[src/rtl/aesl_deadlock_detect_unit.sv]
// ============================================================================
// aesl_deadlock_detect_unit: per-process stall/reach tracker and report-token relay.
// Optional trace output when DEADLOCK_TRACE_EN is defined.  Rev 1.0
// ============================================================================
`default_nettype none

module aesl_deadlock_detect_unit #(
  parameter int PROC_NUM     = 4,
  parameter int PROC_ID      = 0,
  parameter int STALL_THRESH = 16
) (
  input  logic                         clock,
  input  logic                         reset,
  input  logic                         proc_blocked,
  input  logic [PROC_NUM-1:0]          wait_vec,
  input  logic [PROC_NUM*PROC_NUM-1:0] reach_in,
  output logic [PROC_NUM-1:0]          reach_out,
  input  logic [PROC_NUM*PROC_NUM-1:0] token_vec_in,
  output logic [PROC_NUM-1:0]          token_out,
  input  logic [PROC_NUM-1:0]          origin,
  input  logic                         token_clear,
  input  logic                         dl_detect_in,
  output logic                         dl_out
);

  localparam int CNT_W = $clog2(STALL_THRESH + 1);
  localparam int HOP_W = (PROC_NUM > 1) ? $clog2(PROC_NUM) : 1;
  localparam logic [CNT_W-1:0] CNT_MAX = CNT_W'(STALL_THRESH);

  logic [CNT_W-1:0]    stall_cnt_q, stall_cnt_d;
  logic [PROC_NUM-1:0] reach_q, reach_d;
  logic [PROC_NUM-1:0] token_q, token_d;
  logic                holding;
  logic                hop_found;
  logic [HOP_W-1:0]    next_hop;

  always_comb begin
    stall_cnt_d = stall_cnt_q;
    if (!dl_detect_in) begin
      if (!proc_blocked)
        stall_cnt_d = '0;
      else if (stall_cnt_q != CNT_MAX)
        stall_cnt_d = stall_cnt_q + 1'b1;
    end
  end

  // Transitive wait set: everything each waited-on process reaches, plus that process itself.
  always_comb begin
    reach_d = '0;
    if (proc_blocked) begin
      for (int j = 0; j < PROC_NUM; j++) begin
        if (wait_vec[j])
          reach_d = reach_d | reach_in[j*PROC_NUM +: PROC_NUM] | (PROC_NUM'(1) << j);
      end
    end
  end

  always_comb begin
    holding = 1'b0;
    for (int j = 0; j < PROC_NUM; j++)
      holding = holding | token_vec_in[j*PROC_NUM + PROC_ID];
  end

  // Lowest waited-on process that leads back to us; descending scan so the lowest wins.
  always_comb begin
    hop_found = 1'b0;
    next_hop  = '0;
    for (int j = PROC_NUM - 1; j >= 0; j--) begin
      if (wait_vec[j] && reach_in[j*PROC_NUM + PROC_ID]) begin
        hop_found = 1'b1;
        next_hop  = HOP_W'(j);
      end
    end
  end

  always_comb begin
    token_d = '0;
    if ((origin[PROC_ID] || holding) && !token_clear && hop_found)
      token_d = PROC_NUM'(1) << next_hop;
  end

  always_ff @(posedge clock or negedge reset) begin
    if (!reset) begin
      stall_cnt_q <= '0;
      reach_q     <= '0;
      token_q     <= '0;
    end else begin
      stall_cnt_q <= stall_cnt_d;
      reach_q     <= reach_d;
      token_q     <= token_d;
    end
  end

  assign reach_out = reach_q;
  assign token_out = token_q;
  assign dl_out    = dl_detect_in ? holding
                                  : ((stall_cnt_q == CNT_MAX) && reach_q[PROC_ID] && proc_blocked);

`ifdef DEADLOCK_TRACE_EN
  logic dl_prev_q;

  always_ff @(posedge clock or negedge reset) begin
    if (!reset) dl_prev_q <= 1'b0;
    else        dl_prev_q <= dl_out;
  end

  always @(posedge clock) begin
    if (reset && (token_d != '0))
      $display("// trace: proc %0d -> proc %0d @ %0t ns", PROC_ID, next_hop, $time);
    if (reset && !dl_detect_in && dl_out && !dl_prev_q)
      $display("// trace: proc %0d deadlock detected, reach_out=%b", PROC_ID, reach_q);
  end
`endif

endmodule

`default_nettype wire
[config.mk]
export PLATFORM = sky130hd
export DESIGN_NAME = aesl_deadlock_detect_unit
export DESIGN_NICKNAME = d
export VERILOG_FILES = /design/src/rtl/aesl_deadlock_detect_unit.sv
export SDC_FILE = /design/constraint.sdc
export NUM_CORES = 1
export LEC_CHECK = 0
export CAP_MARGIN = 25
export CORE_MARGIN = 2
export CORE_UTILIZATION = 28
export DETAILED_ROUTE_END_ITERATION = 7
export PLACE_DENSITY = 0.71
export SYNTH_ARGS = -nofsm -noshare
export SYNTH_HDL_FRONTEND = slang
export SYNTH_SLANG_ARGS = --single-unit
[constraint.sdc]
create_clock -name clock -period 2.7 [get_ports clock]
set_clock_uncertainty 0.1 [all_clocks]
set_input_delay 0.405 -clock clock [delete_from_list [all_inputs] [get_ports clock]]
set_output_delay 0.405 -clock clock [all_outputs]
set_load 0.02 [all_outputs]
==> out/metrics.cfg <==
[synthesis]
synth_edf_count=0
synthTopCellsByArea=dfrtp_1 50%, a21oi_1 7.0%, nand2_1 5.8%
seq_area_frac_synth_pct=50.3
ys_seq_elements=13
synth_xor_area_share_pct=0
synth_top_area_share_pct=50.3
synth_fa_ha_area_share_pct=3.87
synth-simple-area-share_pct=21.1
synth-compound-area-share_pct=19.3
synth_cell_types=21
syn_area_um2=647
synth_top_family_by_area=simple AND/OR/NAND/NOR gates
synth-main-ff-cell=dfrtp_1
synth_fp_nets=116
syn_avg_cell_area_um2=9.37
yosysWarnings=0
synth_area_leader_cell=dfrtp_1
synthArstFlopShare_pct=100
synth_mux_area_share_pct=3.09
netlist_instances=69

[critical_path]
worstPathArrival_ps=2100
critical_path.cell_chain=clkdlybuf4s50_1 -> or4_1 -> nand2_1 -> o21ai_0 -> clkdlybuf4s50_1
path_max_fanout=3
rrSetupSlack_ps=1170
cp_slowest_cell=or4_1
cp-end-kind=output port
cp-start-kind=input port
worstSetupPathType=in -> out
rr_startpoint=stall_cnt_q[0]
critPathRequiredTime_ps=2190
regToRegEndpoint=stall_cnt_q[0]
reg2reg_depth=5
critPathMaxStageDelay_ps=610
critPathMostFrequentCell=clkdlybuf4s50_1

[grt]
grt-ovfl-total=0
track_usage_pct=12.0
grt_pass1_vias=608
antenna_found_initial=0
grt_max_degree=14
grt_first_pass_wirelength_mm=2.42

[clocking]
insertion_delay_ps=270
cts_resized=0
cts_buffer_depth=2
clkTransAtPathRegs_ps=70
post_cts_buffers=0
postCtsHoldBufs=0
clock-sinks=13
root_buffer=clkbuf_4
cts_tree=yes
numCtsBuffers=3
ctsHtreeMaxLevel=1

[drt]
drt-met1-wl_um=645
wire_per_inst_um=11.0
drtIter0Drc=4
ant_nets=0
wl_met3_um=141
wl_mm=1.50
top_layer=met4
first_pass_iters=4
route.detailed.vias_per_inst=4.84
wl_met2_um=685
drc=0
dr_total_vias=658

[place]
port_buffers=35
routabilityCongestion=0.697
hpwl_mm=1.21
dp_worst_setup_slack_ps=92.5
placed_cells=132

[floorplan]
pin_count=54
die_y_um=52.1
die_area_mm2=0.00271
start_util_pct=29.5
rows=17
die_w_um=52.1
core_area_mm2=0.00219

[finish]
num_antenna_cells=0
final_cell_count_no_fill=136
final_common_cell=clkdlybuf4s50_1
drive_gt1_share_pct=5.56
final_cell_mix=35 x clkdlybuf4s50_1, 13 x dfrtp_1, 10 x nand2_1
final_util_pct=48.5
syn_to_final_growth_pct=64.2
nNetsFinal=156

[timing]
hold_violations=0
fmax_ghz=0.384
rsz0062_at_grt=no
setup_viol=0
hold_ws_ps=391
drv_slew=0
period_share_pct=96.5
layout_setup_ws_ps=95.0
worst_pin_slew_ps=555
relSlewSlack_pct=62.9
tns_ps=0
fin_crit_ps=2610

[run]
maxCapViolCount=0

[pwr]
power_leakage_uw=0.000454
ir_drop_mv=0.198
p_per_area_mw_per_mm2=449

[outcome]
outcome=finished clean

[worst_hold_path]
hold_path.class=in -> async

## state kept, by name (all words and copies together) (netlist names)
name         count
stall_cnt_q      5
reach_out        4
token_out        4
## area by class of cell
cell class / count / area, µm²
Fill cell: 215 / 1130
Timing Repair Buffer: 36 / 358
Sequential cell: 13 / 325
Multi-Input combinational cell: 52 / 307
Tap cell: 28 / 35.0
Clock buffer: 4 / 26.3
Inverter: 3 / 11.3
## worst max-delay path, delay by kind of cell
kind / cells / cell delay (ps)
buffers and inverters: 2 / 920
AOI/OAI and AO/OA: 1 / 70
and+or+nand+nor: 2 / 710
## layer usage
layer | track usage, % | up-vias
met5 | 0 | -
li1 | - | 329
met2 | 20.3 | 33
met4 | 6.58 | 0
met3 | 2.87 | 4
met1 | 13.8 | 292
## cell families after synthesis
| family | count (synthesis) |
|---|---|
| buffers and inverters | 4 |
| adder cells (fa/ha/maj) | 2 |
| flip-flops | 13 |
| AO/OA/AOI/OAI | 21 |
| multiplexers | 2 |
| AND/OR/NAND/NOR | 27 |
## cells in the mapped netlist (all sizes together), types with 2 or more instances
| library cell | number |
|---|---|
| or4 | 2 |
| nand2 | 10 |
| inv | 3 |
| dfrtp | 13 |
| ha | 2 |
| mux2i | 2 |
| nor2 | 6 |
| nand3 | 4 |
| a21oi | 9 |
| a22oi | 3 |
| o21ai | 6 |
## report_power, final
part / leakage [µW] / switching, µW / total [µW] / internal [µW]
Combinational: 0.000268 / 55.6 / 129 / 73.8
Clock: 0.0000150 / 57.2 / 114 / 57.2
Sequential: 0.000170 / 18.9 / 233 / 214
## worst max path at each step
stage	to	startpoint	cells past startpoint	slack, ps
after floorplan	dl_out	stall_cnt_q[0]	5	790
after global placement	dl_out	token_vec_in[4]	5	90
after detailed placement	dl_out	token_vec_in[4]	5	90
after global routing	dl_out	token_vec_in[4]	5	30
final	dl_out	token_vec_in[4]	5	90
after CTS	dl_out	token_vec_in[4]	5	90
## per-stage QoR
step           total power [µW]  cell area, µm²
6_report                    477            1060
5_1_grt                     507            1060
4_1_cts                     484            1060
3_5_place_dp                368            1040
3_3_place_gp                364            1040
2_1_floorplan               292             647
(Power assumes the default switching activity.)
